## src/rtl/countdown_nbits.sv

```systemverilog
// Programmable N-bit down-counter/timer: load on start, decrement per unpaused
// cycle, one-cycle done pulse on terminal count, optional auto-reload.
module countdown_nbits #(
  parameter int N = 8
) (
  input  logic         clk,
  input  logic         reset,
  input  logic         start,
  input  logic [N-1:0] load_value,
  input  logic         auto_reload,
  input  logic         pause,
  output logic [N-1:0] count,
  output logic         busy,
  output logic         done,
  output logic         zero
);

  typedef enum logic {IDLE, RUN} state_t;

  state_t       state_q, state_d;
  logic [N-1:0] count_q, count_d;
  logic [N-1:0] reload_q, reload_d;
  logic         done_q, done_d;

  localparam logic [N-1:0] ONE = {{(N-1){1'b0}}, 1'b1};

  always_comb begin
    state_d  = state_q;
    count_d  = count_q;
    reload_d = reload_q;
    done_d   = 1'b0;
    if (start) begin
      // A zero load expires immediately regardless of current state.
      if (load_value == '0) begin
        count_d = '0;
        done_d  = 1'b1;
        state_d = IDLE;
      end else begin
        count_d  = load_value;
        reload_d = load_value;
        state_d  = RUN;
      end
    end else if (state_q == RUN && !pause) begin
      if (count_q == ONE) begin
        done_d = 1'b1;
        if (auto_reload) begin
          count_d = reload_q;
        end else begin
          count_d = '0;
          state_d = IDLE;
        end
      end else begin
        count_d = count_q - ONE;
      end
    end
  end

  always_ff @(posedge clk) begin
    if (reset) begin
      state_q  <= IDLE;
      count_q  <= '0;
      reload_q <= '0;
      done_q   <= 1'b0;
    end else begin
      state_q  <= state_d;
      count_q  <= count_d;
      reload_q <= reload_d;
      done_q   <= done_d;
    end
  end

  assign count = count_q;
  assign busy  = (state_q == RUN);
  assign done  = done_q;
  assign zero  = (count_q == '0);

endmodule
```

## config.mk

```make
export PLATFORM = sky130hd
export DESIGN_NAME = countdown_nbits
export DESIGN_NICKNAME = d
export VERILOG_FILES = /design/src/rtl/countdown_nbits.sv
export SDC_FILE = /design/constraint.sdc
export NUM_CORES = 1
export LEC_CHECK = 0
export ABC_AREA = 1
export ABC_CLOCK_PERIOD_IN_PS = 1700
export CAP_MARGIN = 20
export CORE_ASPECT_RATIO = 0.7
export CORE_UTILIZATION = 30
export CTS_CLUSTER_DIAMETER = 60
export DETAILED_ROUTE_END_ITERATION = 7
export PLACE_DENSITY_LB_ADDON = 0.12
export SLEW_MARGIN = 10
export SYNTH_ARGS = -nofsm -noshare
export SYNTH_HDL_FRONTEND = slang
export SYNTH_SLANG_ARGS = --single-unit
```

## constraint.sdc

```tcl
create_clock -name clk -period 1.7 [get_ports clk]
set_clock_uncertainty 0.1 [all_clocks]
set_input_delay 0.17 -clock clk [delete_from_list [all_inputs] [get_ports clk]]
set_output_delay 0.17 -clock clk [all_outputs]
set_load 0.02 [all_outputs]
```

==> results.rst, run 1 <==
.. list-table::
   :header-rows: 1

   * - Metric
     - Value
   * - HPWL after detailed placement
     - 2200 um
   * - Core box area
     - 3320 um2
   * - Vertical extent of the die
     - 52.5 um
   * - Yosys synthesis warning count
     - 0
   * - H-Tree Level Count
     - 1
   * - Layout area overhead
     - 38.5%
   * - Number of register bits inferred by synthesis
     - 18
   * - Rows
     - 17
   * - Critical Path RT
     - 1.43 ns
   * - Sequential area share after synthesis
     - 32.9%
   * - Clock latency on the worst-skew pair
     - 0.26 ns
   * - Average footprint of a synthesized cell
     - roughly 6.8 um2
   * - Min-Delay Path Depth
     - 2
   * - Via count of the first global-routing pass
     - between 1000 and 1500
   * - Endpoint class of the critical path
     - output pin
   * - Total global-route track usage
     - roughly 16%
   * - Final standard cell utilization of the core
     - a little under half
   * - Number of nets in the synthesized netlist
     - 178
   * - Routability congestion estimate
     - 0.802
   * - Horiz. Die Dim
     - roughly 74 um
   * - Number of top-level pins
     - 24
   * - Highest net fanout along the worst path
     - 5
   * - Max-Slew Margin vs Limit
     - slightly below 80%
   * - First-pass iteration count of the detailed router
     - 4
   * - Number of nets in the layout
     - 217
   * - Startpoint kind of the worst setup timing path
     - register
   * - TritonCTS buffer count
     - 3
   * - Iteration-0 DRC Markers
     - 66
   * - Max Clk Rate
     - 0.621 GHz
   * - Run status
     - complete, no violations
   * - Port-buffer cells
     - 23
   * - Fin worst setup slack
     - 0.0907 ns
   * - Crit path time final
     - 1.61 ns
   * - Residual DRC
     - 0
   * - Hold Buf Count CTS
     - 0
   * - Worst hold path class
     - register to register
   * - Netlist area before placement
     - 1090 um2
   * - Post-synthesis instance total
     - ~160
   * - Max-capacitance violation count
     - 0
   * - Total gr overflow
     - 0
   * - Critical path data arrival time
     - 1.34 ns
   * - Inserted Diodes
     - 0
   * - Final worst path period share
     - between 90% and 100%
   * - Transition time at the pin with the least slew margin
     - 0.331 ns
   * - Cell at the root of the clock tree
     - sky130_fd_sc_hd__clkbuf_8
   * - Max VDD drop
     - 0.300 mV
   * - Starting Density
     - between 30% and 40%
   * - Via density
     - between 4 and 5
   * - Postcts setup bufs
     - 0
   * - Number of slew-limit violations in the final report
     - 0
   * - Hold Crit Start
     - reload_q[1]
   * - Post-Layout Cell Count
     - 247
   * - Worst Hold Slack
     - roughly 0.36 ns
   * - Post-Route WL
     - 2720 um
   * - Sink count of the clock tree
     - 18
   * - Post-detailed-route wirelength per cell
     - around 11 um
   * - Pre-CTS setup slack
     - -0.0344 ns
   * - Clock-pin slew on the worst setup and hold paths
     - approximately 0.070 ns
   * - Setup repair after global routing missed its margin
     - no
   * - R2r startpoint
     - count[0]
   * - Area enclosed by the die boundary
     - 3900 um2
   * - Launch point of the worst path
     - count[4]
   * - Maximum number of pins on one net before global-route repair
     - 17
   * - Number of cell instances on the worst register-to-register path
     - 9
   * - CTS tree
     - done
   * - Layout cell share with drive strength beyond 1
     - 14.0%
   * - Distinct cell type count of the synthesized netlist
     - 25
   * - Leakage dissipation
     - 0.714 nW
   * - Maximum number of buffers from clock root to sink
     - 2
   * - Count of placed standard cells including taps
     - 243
   * - Antenna violations before repair
     - 0
   * - Count of nets left with antenna violations after detail routing
     - 0
   * - Final setup violation count
     - 0
   * - Power Dens Cells
     - just under 800 nW/um2
   * - Number of hold-slack violations in the final timing report
     - 0
   * - CP Class
     - register to output pin
   * - Wire length of the first global-routing pass
     - 4620 um
   * - TNS Setup
     - 0 ns
   * - Via count
     - 1129
-- worst paths after layout --
check	endpoint	slack (ns)
hold / removal	reload_q[1]	0.36
setup reg to reg	count[6]	0.21
setup / recovery	count[4]	0.09
hold reg to reg	reload_q[1]	0.36
-- critical path, cell delays in order (launching register included) --
cell and delay (ns):
sky130_fd_sc_hd__dfxtp_1 0.33, sky130_fd_sc_hd__buf_4 0.14, sky130_fd_sc_hd__clkdlybuf4s50_1 0.61
-- Yosys cell counts (all sizes together) --
| library cell | n | share of area [%] |
|---|---|---|
| dlygate4sd1 | 1 | 0.80 |
| clkbuf | 1 | 1.3 |
| nand3 | 18 | 8.7 |
| nand4 | 3 | 1.7 |
| xnor2 | 1 | 0.80 |
| nand2 | 28 | 9.8 |
| nor2 | 24 | 9.8 |
| buf | 3 | 2.5 |
| inv | 28 | 9.6 |
| o21ai | 8 | 3.7 |
| a211oi | 6 | 4.1 |
| dfxtp | 18 | 33 |
| o21bai | 2 | 1.4 |
| ha | 3 | 3.4 |
| o221ai | 2 | 1.6 |
| o211ai | 1 | 0.69 |
| nor3 | 1 | 0.46 |
| a21oi | 14 | 6.7 |
-- layout make-up --
class                      instances  area [um2]
inverter                          28         105
timing repair buffer              39         358
tap                               47        58.8
multi-input combinational        111         579
fill                             371        1800
sequential                        18         360
clock buffer                       4        55.1
-- power by group --
group / switching, mW / internal, mW / leakage (nW)
clock network: 0.148 / 0.206 / 0.0288
registers: 0.0198 / 0.455 / 0.149
logic: 0.207 / 0.168 / 0.536
total: 0.375 / 0.829 / 0.714
-- state kept, by name, summed over array words and instances (netlist names) --
name and count:
busy 1, done 1, count 8, reload_q 8
-- placed cells by master, fill, tap and decap left out, types with 2 or more instances in the layout --
cell type	instances
sky130_fd_sc_hd__ha_1	3
sky130_fd_sc_hd__o221ai_1	2
sky130_fd_sc_hd__a211oi_1	6
sky130_fd_sc_hd__buf_4	15
sky130_fd_sc_hd__clkbuf_8	4
sky130_fd_sc_hd__nand3_1	17
sky130_fd_sc_hd__nor2_1	21
sky130_fd_sc_hd__nand4_1	3
sky130_fd_sc_hd__inv_1	26
sky130_fd_sc_hd__dfxtp_1	18
sky130_fd_sc_hd__o21ai_0	8
sky130_fd_sc_hd__o21bai_1	2
sky130_fd_sc_hd__inv_2	2
sky130_fd_sc_hd__clkdlybuf4s50_1	20
sky130_fd_sc_hd__a21oi_1	13
sky130_fd_sc_hd__nand2_1	27
sky130_fd_sc_hd__nor2_4	2
sky130_fd_sc_hd__dlymetal6s2s_1	2
-- cells by family (layout without fill, tap and decap cells) --
logic type	Yosys count	after routing	synth area share (%)
adder cells (fa/ha/maj)	3	3	3.43
AO/OA/AOI/OAI	33	33	18.2
XOR/XNOR	1	1	0.800
AND/OR/NAND/NOR	74	74	30.5
flip-flops	18	18	32.9
buffers and inverters	33	71	14.2
-- metal layers --
layer / vias up / routed length (um) / GRT usage [%]
li1: 601 / - / -
met1: 491 / 1390 / 22.3
met2: 35 / 1110 / 24.7
met3: 2 / 207 / 5.58
met4: 0 / 14 / 4.17
met5: - / 0 / 0
-- per-stage QoR --
step / total power, mW / area [um2]
after floorplan: 0.706 / 1090
after global placement: 0.860 / 1450
after detailed placement: 0.863 / 1450
after CTS: 1.22 / 1510
after global routing: 1.29 / 1520
final: 1.20 / 1520
-- timing repair --
item,CTS,global route
endpoints found under the setup margin,1,3
gates resized for setup,1,3
endpoints found under the hold margin,0,0
Power figures use the tool's default switching activity.
==> run 2, diff against run 1 <==
CELL_PAD_IN_SITES_DETAIL_PLACEMENT = 1   (was not set)
CELL_PAD_IN_SITES_GLOBAL_PLACEMENT = 1   (was not set)
PLACE_DENSITY_LB_ADDON = 0.05   (was 0.12)
==> run 2 against run 1 <==
Via count increased by 0.97%. Total power decreased by 3.1%. Wire length increased by 25%. Hold slack improved by 0.0055 ns. Clock power decreased by 15%. Critical path depth decreased by 1. Non-clock buffer count decreased by 1. Critical endpoint is now count[6]. Largest power group unchanged. Highest routed layer unchanged.
==> results.rst, run 2 (synthesis results as in run 1) <==
.. list-table::
   :header-rows: 1

   * - Metric
     - Value
   * - Count of nets left with antenna violations after detail routing
     - 0 (unchanged)
   * - CP Class
     - register to output pin
   * - Area taken by flip-flops and latches
     - 360 um2 (unchanged)
   * - Vertical extent of the die
     - 52.5 um (unchanged)
   * - Horiz. Die Dim
     - 74.2 um (unchanged)
   * - TritonCTS buffer count
     - 3 (unchanged)
   * - Core box area
     - 3320 um2 (unchanged)
   * - Post-detailed-route wirelength per cell
     - 13.9 um (+26%)
   * - Number of hold-slack violations in the final timing report
     - 0 (unchanged)
   * - Area taken by multi-input logic gates
     - 582 um2 (+0.43%)
   * - Leakage dissipation
     - 0.720 nW (+0.85%)
   * - Max-capacitance violation count
     - 0 (unchanged)
   * - Worst Hold Slack
     - 0.368 ns (+0.00547 ns)
   * - Hold Crit Start
     - reload_q[1]
   * - Critical Path RT
     - 1.43 ns (about the same)
   * - Clock-pin slew on the worst setup and hold paths
     - 0.07 ns (about the same)
   * - Number of nets in the layout
     - 216 (-0.46%)
   * - Power, Total
     - 1.17 mW (-3.1%)
   * - Total gr overflow
     - 0 (unchanged)
   * - Hold Buf Count CTS
     - 0 (unchanged)
   * - Startpoint kind of the worst setup timing path
     - register
   * - CTS tree
     - done
   * - Final setup violation count
     - 0 (unchanged)
   * - Delay-heaviest family, CP
     - buffers and inverters
   * - Commonest cells after routing, fill and taps aside
     - sky130_fd_sc_hd__nand2_1 (27), sky130_fd_sc_hd__inv_1 (26), sky130_fd_sc_hd__nor2_1 (21), sky130_fd_sc_hd__clkdlybuf4s50_1 (19), sky130_fd_sc_hd__dfxtp_1 (18)
   * - Antenna violations before repair
     - 0 (unchanged)
   * - Max stage delay on crit path
     - 0.65 ns (+0.04 ns)
   * - Post-Layout Cell Count
     - 245 (-0.81%)
   * - Maximum number of buffers from clock root to sink
     - 2 (unchanged)
   * - Residual DRC
     - 0 (unchanged)
   * - Number of slew-limit violations in the final report
     - 0 (unchanged)
   * - Crit path time final
     - 1.63 ns (+0.0192 ns)
   * - Most common cell after layout, fill and taps aside
     - sky130_fd_sc_hd__nand2_1
   * - Max-Slew Margin vs Limit
     - 73.6% (-4.3 points)
   * - Port-buffer cells
     - 23 (unchanged)
   * - Max Clk Rate
     - 0.614 GHz (-1.2%)
   * - Setup repair after global routing missed its margin
     - no
   * - Count of placed standard cells including taps
     - 242 (-0.41%)
   * - Max VDD drop
     - 0.400 mV (+34%)
   * - Worst hold path class
     - register to register
   * - Pre-CTS setup slack
     - -0.00293 ns (+0.0315 ns)
   * - Run status
     - complete, no violations
   * - Transition time at the pin with the least slew margin
     - 0.395 ns (+0.0643 ns)
   * - Placed Instance Area
     - 1460 um2 (+0.34%)
   * - Maximum number of pins on one net before global-route repair
     - 16 (-1)
   * - Fill count
     - 437 (+18%)
   * - Count of instances resized after the clock tree is built
     - 1 (unchanged)
   * - Critical path data arrival time
     - 1.36 ns (+0.02 ns)
   * - Number of top-level pins
     - 24 (unchanged)
   * - R2r startpoint
     - count[1]
   * - Via density
     - 4.65 (+1.8%)
   * - Final standard cell utilization of the core
     - 45.5% (-0.23 points)
   * - Final worst path period share
     - 95.8% (+1.1 points)
   * - Slowest cell on the critical path
     - sky130_fd_sc_hd__clkdlybuf4s50_1
   * - Power Dens Cells
     - 774 nW/um2 (-2.6%)
   * - Inserted Diodes
     - 0 (unchanged)
   * - Routability congestion estimate
     - 0.805 (+0.37%)
   * - Wire length of the first global-routing pass
     - 5570 um (+20%)
   * - Clock latency on the worst-skew pair
     - 0.25 ns (about the same)
   * - Via count
     - 1140 (+0.97%)
   * - Endpoint class of the critical path
     - output pin
   * - Postcts setup bufs
     - 0 (unchanged)
   * - Post-Route WL
     - 3400 um (+25%)
   * - Via count of the first global-routing pass
     - 1159 (+16%)
   * - Rows
     - 17 (unchanged)
   * - Layout area overhead
     - 37.8%
   * - Launch point of the worst path
     - count[6]
   * - H-Tree Level Count
     - 1 (unchanged)
   * - Cell at the root of the clock tree
     - sky130_fd_sc_hd__clkbuf_8
   * - Starting Density
     - 33.0% (unchanged)
   * - TNS Setup
     - 0 ns (unchanged)
   * - Sink count of the clock tree
     - 18 (unchanged)
   * - Highest net fanout along the worst path
     - 5 (unchanged)
   * - Layout cell share with drive strength beyond 1
     - 13.6% (-0.36 points)
   * - Fin worst setup slack
     - 0.0715 ns (-0.0192 ns)
   * - Total global-route track usage
     - 19.7% (+3.3 points)
   * - Worst path buffer plus inverter count
     - 1 (-1)
   * - Sequence of cells on the critical path
     - clkdlybuf4s50_1
   * - First-pass iteration count of the detailed router
     - 4 (unchanged)
   * - HPWL after detailed placement
     - 2720 um (+23%)
   * - Iteration-0 DRC Markers
     - 24 (-64%)
   * - Area enclosed by the die boundary
     - 3900 um2 (unchanged)
   * - Finished layout cell area
     - 1510 um2 (-0.49%)
## run 2: worst paths after layout
check        cells past startpoint  slack, ns          end
max                              1       0.07     count[6]
min                              2       0.37  reload_q[1]
max reg2reg                      8       0.19         busy
min reg2reg                      2       0.37  reload_q[1]
## run 2: final cells by class
class / instances / share of cell area (%)
Inverter: 28 / 6.97
Clock buffer: 3 / 2.74
Sequential cell: 18 / 23.9
Tap cell: 47 / 3.90
Timing Repair Buffer: 38 / 24.0
Multi-Input combinational cell: 111 / 38.6
## run 2: tightest hold or removal path, cell delays in order, from the launching register on
cell	delay, ns
sky130_fd_sc_hd__dfxtp_1	0.30
sky130_fd_sc_hd__inv_1	0.06
sky130_fd_sc_hd__a21oi_1	0.06
## run 2: power breakdown
part / internal [mW] / leakage (nW) / switching (mW) / total [mW]
sequential: 0.455 / 0.149 / 0.0249 / 0.480
clock: 0.158 / 0.0216 / 0.144 / 0.301
combinational: 0.169 / 0.549 / 0.217 / 0.386
## run 2: routing by layer
| layer | track usage [%] | wire length, um | vias up |
|---|---|---|---|
| met1 | 27.3 | 1830 | 519 |
| met3 | 4.62 | 108 | 2 |
| li1 | - | - | 603 |
| met4 | 3.85 | 14 | 0 |
| met5 | 0 | 0 | - |
| met2 | 31.1 | 1450 | 16 |
==> run 3, diff against run 2 <==
ABC_CLOCK_PERIOD_IN_PS = 2000   (was 1700)
PLACE_DENSITY = 0.75   (was not set)
PLACE_DENSITY_LB_ADDON = not set   (was 0.05)
clock period = 2 ns   (was 1.7 ns; I/O delays follow)
==> run 3 against run 2 <==
Cell area down 6.3%. Via count shrank 3.1%. Die area is the same. Combinational power down 28%. Global-route usage fell by 2.4 points. First-iteration DRC count grew to 3.4 times the previous value. Sequential power shrank 13%. Largest power group unchanged.
==> results.rst, run 3 (synthesis results as in run 1) <==
.. list-table::
   :header-rows: 1

   * - Metric
     - Value
   * - Iteration-0 DRC Markers
     - 82 (+240%)
   * - CP Class
     - register to output pin
   * - Via count of the first global-routing pass
     - 1104 (-4.7%)
   * - Commonest cells after routing, fill and taps aside
     - sky130_fd_sc_hd__nand2_1 (27), sky130_fd_sc_hd__inv_1 (26), sky130_fd_sc_hd__clkdlybuf4s50_1 (22), sky130_fd_sc_hd__nor2_1 (21), sky130_fd_sc_hd__dfxtp_1 (18)
   * - Startpoint kind of the worst setup timing path
     - register
   * - Via count
     - 1105 (-3.1%)
   * - Delay-heaviest family, CP
     - buffers and inverters
   * - Power Dens Cells
     - 707 nW/um2 (-8.6%)
   * - TritonCTS buffer count
     - 3 (unchanged)
   * - Residual DRC
     - 0 (unchanged)
   * - Wire length of the first global-routing pass
     - 5020 um (-9.9%)
   * - Endpoint class of the critical path
     - output pin
   * - Post-Route WL
     - 2970 um (-13%)
   * - Max VDD drop
     - 0.319 mV (-20%)
   * - Area taken by multi-input logic gates
     - 579 um2 (-0.43%)
   * - Max-capacitance violation count
     - 0 (unchanged)
   * - Count of nets left with antenna violations after detail routing
     - 0 (unchanged)
   * - Run status
     - complete, no violations
   * - Cell at the root of the clock tree
     - sky130_fd_sc_hd__clkbuf_8
   * - CTS tree
     - done
   * - First-pass iteration count of the detailed router
     - 4 (unchanged)
   * - R2r startpoint
     - count[1]
   * - Max Clk Rate
     - roughly 0.59 GHz
   * - Worst Hold Slack
     - 0.358 ns (-0.00980 ns)
   * - Transition time at the pin with the least slew margin
     - 0.330 ns (-0.0652 ns)
   * - Worst hold path class
     - register to register
   * - Vertical extent of the die
     - 52.5 um (unchanged)
   * - Maximum number of pins on one net before global-route repair
     - 17 (+1)
   * - Final standard cell utilization of the core
     - 42.6% (-2.9 points)
   * - Area taken by flip-flops and latches
     - 360 um2 (unchanged)
   * - Sink count of the clock tree
     - 18 (unchanged)
   * - Starting Density
     - 33.0% (unchanged)
   * - Via density
     - 4.72 (+1.5%)
   * - Number of nets in the layout
     - 204 (-5.6%)
   * - Antenna violations before repair
     - 0 (unchanged)
   * - H-Tree Level Count
     - 1 (unchanged)
   * - Hold Crit Start
     - reload_q[1]
   * - Inserted Diodes
     - 0 (unchanged)
   * - Number of hold-slack violations in the final timing report
     - 0 (unchanged)
   * - Final worst path period share
     - 85.2%
   * - Post-detailed-route wirelength per cell
     - 12.7 um (-8.7%)
   * - TNS Setup
     - 0 ns (unchanged)
   * - Port-buffer cells
     - 23 (unchanged)
   * - Rows
     - 17 (unchanged)
   * - Horiz. Die Dim
     - 74.2 um (unchanged)
   * - Layout cell share with drive strength beyond 1
     - 8.02% (-5.6 points)
   * - Post-Layout Cell Count
     - 234 (-4.5%)
   * - Max stage delay on crit path
     - 0.67 ns (+0.02 ns)
   * - Launch point of the worst path
     - count[3]
   * - Sequence of cells on the critical path
     - clkdlybuf4s50_1
   * - Slowest cell on the critical path
     - sky130_fd_sc_hd__clkdlybuf4s50_1
   * - Count of placed standard cells including taps
     - 230 (-5.0%)
   * - Crit path time final
     - 1.70 ns
   * - Clock-pin slew on the worst setup and hold paths
     - 0.07 ns (about the same)
   * - Fin worst setup slack
     - 0.295 ns (+0.224 ns)
   * - Number of slew-limit violations in the final report
     - 0 (unchanged)
   * - Fill count
     - 439 (+0.46%)
   * - Leakage dissipation
     - 0.631 nW (-12%)
   * - Max-Slew Margin vs Limit
     - 77.9% (+4.4 points)
   * - Setup repair after global routing missed its margin
     - no
   * - Total gr overflow
     - 0 (unchanged)
   * - Most common cell after layout, fill and taps aside
     - sky130_fd_sc_hd__nand2_1
   * - Clock latency on the worst-skew pair
     - 0.25 ns (about the same)
   * - Core box area
     - 3320 um2 (unchanged)
   * - Total global-route track usage
     - 17.3% (-2.4 points)
   * - Number of top-level pins
     - 24 (unchanged)
   * - Critical Path RT
     - 1.70 ns (+0.27 ns)
   * - Final setup violation count
     - 0 (unchanged)
   * - Critical path data arrival time
     - 1.40 ns (+0.04 ns)
   * - HPWL after detailed placement
     - 2400 um (-12%)
   * - Routability congestion estimate
     - 0.799 (-0.65%)
   * - Layout area overhead
     - 29.1%
   * - Maximum number of buffers from clock root to sink
     - 2 (unchanged)
   * - Pre-CTS setup slack
     - 0.225 ns (+0.228 ns)
   * - Worst path buffer plus inverter count
     - 1 (unchanged)
   * - Highest net fanout along the worst path
     - 6 (+1)
   * - Area enclosed by the die boundary
     - 3900 um2 (unchanged)
-- run 3: changes by cell type in the layout (fill, tap and decap cells not counted), sizes merged --
cell           previous run  this run
buf                      15         3
clkbuf                    3         4
clkdlybuf4s50            19        22
dlygate4sd2               1         0
dlymetal6s2s              3         1
-- run 3: where the power goes --
part | internal [mW] | switching (mW) | total, mW
Sequential | 0.387 | 0.0322 | 0.419
Clock | 0.175 | 0.126 | 0.301
Combinational | 0.120 | 0.159 | 0.279
-- run 3: worst reg2reg max path, delay by kind of cell, from the launching register on --
| family | cells | cell delay, ns |
|---|---|---|
| AO/OA/AOI/OAI | 1 | 0.11 |
| adder cells (fa/ha/maj) | 1 | 0.20 |
| buffers and inverters | 3 | 0.42 |
| flip-flops | 1 | 0.41 |
| AND/OR/NAND/NOR | 5 | 0.38 |
-- run 3: what timing repair did --
item	CTS	global route
resized for setup	0	1
buffers inserted	0	0
hold buffers	0	0
endpoints found under the setup margin	0	1
-- run 3: layer usage --
layer  GRT usage [%]  vias to the layer above  part of all wire, %
li1                -                      577                    -
met1            24.0                      500                   54
met2            26.8                       22                   41
met3            4.62                        6                  4.3
met4            2.88                        0                 0.88
met5               0                        -                    0
-- run 3: final cells by class --
cell class | count | share of cell area (%)
timing repair buffer | 26 | 18.1
sequential | 18 | 25.5
clock buffer | 4 | 3.89
inverter | 28 | 7.43
multi-input combinational | 111 | 41.0
tap | 47 | 4.16
-- run 3: per-stage QoR --
stage	area, um2	power, mW
floorplan	1090	0.600
global placement	1360	0.702
detailed placement	1360	0.709
CTS	1410	1.01
global route	1410	1.06
finish	1410	1.00
-- run 3: path summary, 6_finish.rpt --
path	end	slack [ns]	cells after the start
worst max-delay path	count[3]	0.30	1
worst max register to register	count[6]	0.31	10
worst min-delay path	reload_q[1]	0.36	2
worst min register to register	reload_q[1]	0.36	2
